`config.mk`:
```
export PLATFORM = sky130hd
export DESIGN_NAME = fifo_uart_tx_flat
export DESIGN_NICKNAME = d
export VERILOG_FILES = /design/src/rtl/fifo_uart_tx_if.sv /design/src/rtl/fifo_uart_tx.sv /design/src/flat_wrapper.sv
export SDC_FILE = /design/constraint.sdc
export NUM_CORES = 1
export LEC_CHECK = 0
export CAP_MARGIN = 10
export CORE_MARGIN = 10
export CORE_UTILIZATION = 55
export DETAILED_ROUTE_END_ITERATION = 8
export HOLD_SLACK_MARGIN = 0.03
export PLACE_DENSITY_LB_ADDON = 0.08
export REMOVE_ABC_BUFFERS = 1
export SKIP_LAST_GASP = 1
export SLEW_MARGIN = 20
export SYNTH_ARGS = -nofsm -noshare
export SYNTH_HDL_FRONTEND = slang
export SYNTH_SLANG_ARGS = --single-unit
```
`constraint.sdc`:
```
create_clock -name clk -period 2.2 [get_ports clk]
set_input_delay 0.44 -clock clk [delete_from_list [all_inputs] [get_ports clk]]
set_output_delay 0.44 -clock clk [all_outputs]
set_load 0.005 [all_outputs]
```
`src/rtl/fifo_uart_tx_if.sv`:
```
`default_nettype none
`timescale 1ns/1ps
// ------------------------------------------------------------------
// fifo_uart_tx_if : read port of the replay FIFO (strobe, data, flag)
// Rev 1.0
// ------------------------------------------------------------------
interface fifo_uart_tx_if;
  logic       read;
  logic [7:0] rdata;
  logic       emptyB;

  // master is the consumer issuing read strobes; slave is the FIFO
  modport master (output read, input rdata, input emptyB);
  modport slave  (input read, output rdata, output emptyB);
endinterface
`default_nettype wire

```
`src/rtl/fifo_uart_tx.sv`:
```
`default_nettype none
`timescale 1ns/1ps
// ------------------------------------------------------------------
// fifo_uart_tx : drains the replay FIFO and sends each byte as 8N1 UART
// Rev 1.0
// ------------------------------------------------------------------
module fifo_uart_tx #(
  parameter int CLKS_PER_BIT = 104,
  parameter int CNT_W        = 16
) (
  input  wire              clk,
  input  wire              reset,
  input  wire              enable,
  fifo_uart_tx_if.master   fifo,
  output logic             tx,
  output logic             busy,
  output logic             byte_sent,
  output logic [CNT_W-1:0] sent_count
);

  localparam logic [15:0] C_BAUD_LAST = 16'(CLKS_PER_BIT - 1);

  typedef enum logic [2:0] {
    IDLE  = 3'd0,
    FETCH = 3'd1,
    LATCH = 3'd2,
    START = 3'd3,
    DATA  = 3'd4,
    STOP  = 3'd5
  } state_t;

  state_t           state_q, state_d;
  logic             read_q, read_d;
  logic             tx_q, tx_d;
  logic [7:0]       shreg_q, shreg_d;
  logic [2:0]       bit_idx_q, bit_idx_d;
  logic [15:0]      baud_q, baud_d;
  logic             byte_sent_q, byte_sent_d;
  logic [CNT_W-1:0] count_q, count_d;
  logic             baud_done;

  assign baud_done = (baud_q == C_BAUD_LAST);

  always_comb begin
    state_d     = state_q;
    read_d      = 1'b0;
    tx_d        = tx_q;
    shreg_d     = shreg_q;
    bit_idx_d   = bit_idx_q;
    baud_d      = baud_q;
    byte_sent_d = 1'b0;
    count_d     = count_q;
    case (state_q)
      IDLE: begin
        tx_d = 1'b1;
        if (enable && fifo.emptyB) begin
          read_d  = 1'b1;
          state_d = FETCH;
        end
      end
      FETCH: state_d = LATCH;
      // FIFO data is registered: it is valid only in the cycle after the strobe
      LATCH: begin
        shreg_d = fifo.rdata;
        tx_d    = 1'b0;
        baud_d  = '0;
        state_d = START;
      end
      START: begin
        if (baud_done) begin
          tx_d      = shreg_q[0];
          bit_idx_d = '0;
          baud_d    = '0;
          state_d   = DATA;
        end else begin
          baud_d = baud_q + 16'd1;
        end
      end
      DATA: begin
        if (baud_done) begin
          baud_d = '0;
          if (bit_idx_q == 3'd7) begin
            tx_d    = 1'b1;
            state_d = STOP;
          end else begin
            shreg_d   = {1'b0, shreg_q[7:1]};
            tx_d      = shreg_q[1];
            bit_idx_d = bit_idx_q + 3'd1;
          end
        end else begin
          baud_d = baud_q + 16'd1;
        end
      end
      STOP: begin
        if (baud_done) begin
          byte_sent_d = 1'b1;
          count_d     = count_q + 1'b1;
          baud_d      = '0;
          state_d     = IDLE;
        end else begin
          baud_d = baud_q + 16'd1;
        end
      end
      default: state_d = IDLE;
    endcase
  end

  // Asynchronous clear forces the line idle-high at once, even mid-bit
  always_ff @(posedge clk or negedge reset) begin
    if (!reset) begin
      state_q     <= IDLE;
      read_q      <= 1'b0;
      tx_q        <= 1'b1;
      shreg_q     <= '0;
      bit_idx_q   <= '0;
      baud_q      <= '0;
      byte_sent_q <= 1'b0;
      count_q     <= '0;
    end else begin
      state_q     <= state_d;
      read_q      <= read_d;
      tx_q        <= tx_d;
      shreg_q     <= shreg_d;
      bit_idx_q   <= bit_idx_d;
      baud_q      <= baud_d;
      byte_sent_q <= byte_sent_d;
      count_q     <= count_d;
    end
  end

  assign fifo.read  = read_q;
  assign tx         = tx_q;
  assign busy       = (state_q != IDLE);
  assign byte_sent  = byte_sent_q;
  assign sent_count = count_q;

endmodule
`default_nettype wire

```
`src/flat_wrapper.sv`:
```
// flat-port wrapper written by rule: the top's interface ports become plain ports
module fifo_uart_tx_flat 
#(
  parameter int CLKS_PER_BIT = 104,
  parameter int CNT_W        = 16
)
  (clk, reset, enable, tx, busy, byte_sent, sent_count, fifo_read, fifo_rdata, fifo_emptyB);
  fifo_uart_tx_if fifo_i ();
  input  wire clk;
  input  wire reset;
  input  wire enable;
  output logic tx;
  output logic busy;
  output logic byte_sent;
  output logic [CNT_W-1:0] sent_count;
  output wire logic [$bits(fifo_i.read)-1:0] fifo_read;
  input wire logic [$bits(fifo_i.rdata)-1:0] fifo_rdata;
  input wire logic [$bits(fifo_i.emptyB)-1:0] fifo_emptyB;
  assign fifo_read = fifo_i.read;
  assign fifo_i.rdata = fifo_rdata;
  assign fifo_i.emptyB = fifo_emptyB;
  fifo_uart_tx #(.CLKS_PER_BIT(CLKS_PER_BIT), .CNT_W(CNT_W)) u_core (.clk(clk), .reset(reset), .enable(enable), .fifo(fifo_i), .tx(tx), .busy(busy), .byte_sent(byte_sent), .sent_count(sent_count));
endmodule
```
==> key figures <==
Layout
  • Fillers: 345
  • Layout area overhead: 21.8%
  • Layout cells sized above 1: 0.147
  • Diode count: 0
  • Final Util: 0.704
  • Layout Nets: 314
  • Commonest non-fill, non-tap cell in the layout: dfrtp_1
  • Commonest cells after routing, fill and taps aside: 48 x dfrtp_1, 30 x clkdlybuf4s50_1, 16 x nand2_1, 16 x buf_4, 15 x nand3_1
  • Cell area after layout: 0.00313 sq mm

Setup path
  • FF-to-FF Start: u_core.baud_q[9]
  • Startpoint type of the worst setup path: register
  • Critical path peak fanout: 7
  • WP data required: 1.76 ns
  • CP startpoint: u_core.state_q[1]
  • R2r endpoint: u_core.sent_count[1]
  • R2r setup slk: 0.21 ns
  • CP Class: reg -> out
  • Crit path DAT: 1.66 ns
  • Setup crit end kind: primary output
  • FF-to-FF path depth: 4

STA
  • Peak Freq: 0.476 GHz
  • RSZ-0062 raised after global routing: false
  • Crit share post-route: 0.955
  • Tightest Pin Transition: 0.604 ns
  • Final hold vios: 0
  • Slew headroom: 0.597
  • Layout Skew: 0.00643 ns
  • Minimum clock period after layout: 2.10 ns
  • Setup WS post-layout: 0.0993 ns
  • Setup TNS Final: 0 ns
  • Fin. max-slew vios: 0
  • Final setup fails: 0

Global route
  • Largest net degree at the start of global routing: 26
  • Vias in the first global route: 2164
  • Gr usage total: 0.167
  • Total congestion overflow: 0
  • Initial antenna violation count: 0
  • Global-route wire length before repair: 10.4 mm

Synth
  • Syn Area/Cell: 10.1 sq um
  • Synth unique cells: 46
  • Top FF cell, synth: dfrtp_1
  • Synth area leaders: dfrtp_1 47%, mux2_2 5.7%, a31oi_1 3.2%
  • Post-synthesis register bit count: 49
  • Share of synthesized flip-flops with an asynchronous set or reset: 1.00
  • Post-Syn Area: 0.00257 sq mm
  • EDFF count, synth: 0
  • Share of the synthesized area in the top cell type: 0.467
  • Post-synthesis sequential area ratio: 0.477
  • Post-synthesis cell count: 255
  • Yosys warnings: 0
  • Area leader, netlist: dfrtp_1

Hold path
  • Worst Hold Class: in -> async

Detailed routing
  • Vias per cell: 6.15
  • DRC: 0
  • Iter 0 DRT Violations: 127
  • First-pass iteration count of the detailed router: 4
  • Post-route ant nets: 0
  • Via Count: 2160
  • Detailed Route WL: 6.05 mm
  • Routed length per instance: 17.2 microns

Placement
  • Number of buffers added on ports: 31
  • Gpl congestion: 0.943
  • HPWL after DPL: 4.47 mm
  • Worst slack, placed: 0.183 ns
  • Area after DPL: 0.00301 sq mm

Status
  • Status: finished clean

Floorplanning
  • Die Y-Extent: 88.4 microns
  • Die ar.: 0.00781 sq mm
  • Row cnt: 24
  • IO Pins: 32
  • Die width: 88.4 microns
  • Initial core utilization: 0.579
  • Core area: 0.00444 sq mm

Clock network
  • Total CTS buffers: 5
  • CTS tree: built
  • Clock Latency Late Sink: 0.31 ns
  • CTS Hold Bufs: 0
  • Clock sinks: 49
  • Clock Tree Buf Depth: 2
  • H-tree levels: 2
  • CTS root buf: clkbuf_8
  • Clk pin slew, worst setup/hold paths: 0.09 ns

Pwr
  • Seq pwr share: 0.554
  • Comb pwr share: 0.033
  • Clock network power share: 0.413
  • Cell Pwr Density: 525 mW/mm^2
  • Switching pwr: 0.339 mW
  • Int Power: 1.31 mW
  • Worst VDD drop: 0.402 mV
  • Sw Share: 0.206
  • P_leak: 1.34 nW

Run
  • Max-Cap Viols: 0
sequential cells by signal, summed over array words and instances (netlist names):
signal             cells
u_core.sent_count     16
u_core.tx              1
u_core.baud_q         16
u_core.state_q         3
u_core.shreg_q         8
u_core.bit_idx_q       3
u_core.byte_sent       1
u_core.fifo.read       1
through the flow:
stage | power (mW) | hold slack [ns] | instances
after detailed placement | 0.985 | 0.473 | 343
after global placement | 0.983 | 0.461 | 343
after global routing | 1.70 | 0.156 | 351
after CTS | 1.66 | 0.152 | 351
after floorplan | 0.941 | 0.144 | 244
final | 1.64 | 0.129 | 351
worst max path at each step:
stage                                    to  slack [ns]
final                                  busy         0.1
after global routing                   busy        0.02
after CTS                              busy        0.09
after detailed placement  u_core.shreg_q[4]        0.18
after global placement    u_core.shreg_q[3]        0.21
after floorplan           u_core.shreg_q[0]        0.01
cell families after synthesis:
group | synth area share
mux | 0.0696
simple gates | 0.219
xor+xnor | 0.0579
compound gates | 0.125
fa+ha+maj | 0.0195
buf+inv | 0.0321
flops | 0.477
what timing repair did:
action                     4_1_cts  5_1_grt
setup endpoints to repair        0        1
resized for setup                0        1
setup buffers                    0        0
routing by layer:
layer / GRT usage / wire length, microns / share of wire / vias to the layer above
li1: - / - / - / 1044
met5: 0 / 0 / 0 / -
met3: 0.0386 / 394 / 0.065 / 9
met2: 0.261 / 2750 / 0.46 / 73
met1: 0.224 / 2810 / 0.46 / 1034
met4: 0.0529 / 93 / 0.015 / 0
power by group through the flow:
stage | registers [mW] | clock network, mW | logic [mW]
after floorplan | 0.928 | 0 | 0.0131
after global placement | 0.929 | 0 | 0.0540
after detailed placement | 0.929 | 0 | 0.0553
after CTS | 0.911 | 0.691 | 0.0556
after global routing | 0.913 | 0.731 | 0.0606
final | 0.911 | 0.679 | 0.0537
layout make-up:
class                   count  area (sq um)  share of cell area
clock inverters             2          37.5              0.0120
flip-flops and latches     49          1230               0.392
multi-input cells         187          1260               0.403
inverters                   8          30.0             0.00959
repair buffers             47           425               0.136
clock buffers               6          82.6              0.0264
well taps                  52          65.1              0.0208
critical path: stages (launching register included):
cell	delay (ns)
dfrtp_1	0.47
or3_1	0.42
clkdlybuf4s50_1	0.47
synth_stat cells (2+ instances only):
| master | number |
|---|---|
| dfrtp_1 | 48 |
| nand2_1 | 16 |
| nand3_1 | 15 |
| nor2_1 | 14 |
| a31oi_1 | 13 |
| mux2_2 | 13 |
| nand4_1 | 12 |
| nor3_1 | 10 |
| nor4_1 | 9 |
| o21ai_0 | 9 |
| xnor2_1 | 9 |
| inv_1 | 8 |
| xor2_1 | 8 |
| clkbuf_1 | 7 |
| a22o_1 | 6 |
| or3_1 | 6 |
| a21oi_1 | 4 |
| and3_1 | 4 |
| ha_1 | 4 |
| and4_1 | 3 |
| buf_2 | 3 |
| nor2b_1 | 3 |
| mux2_1 | 2 |
| nand2b_1 | 2 |
| o211ai_1 | 2 |
| o21a_1 | 2 |
| o21ai_1 | 2 |
| o22ai_1 | 2 |
| o31ai_1 | 2 |
Power figures use the tool's default switching activity.
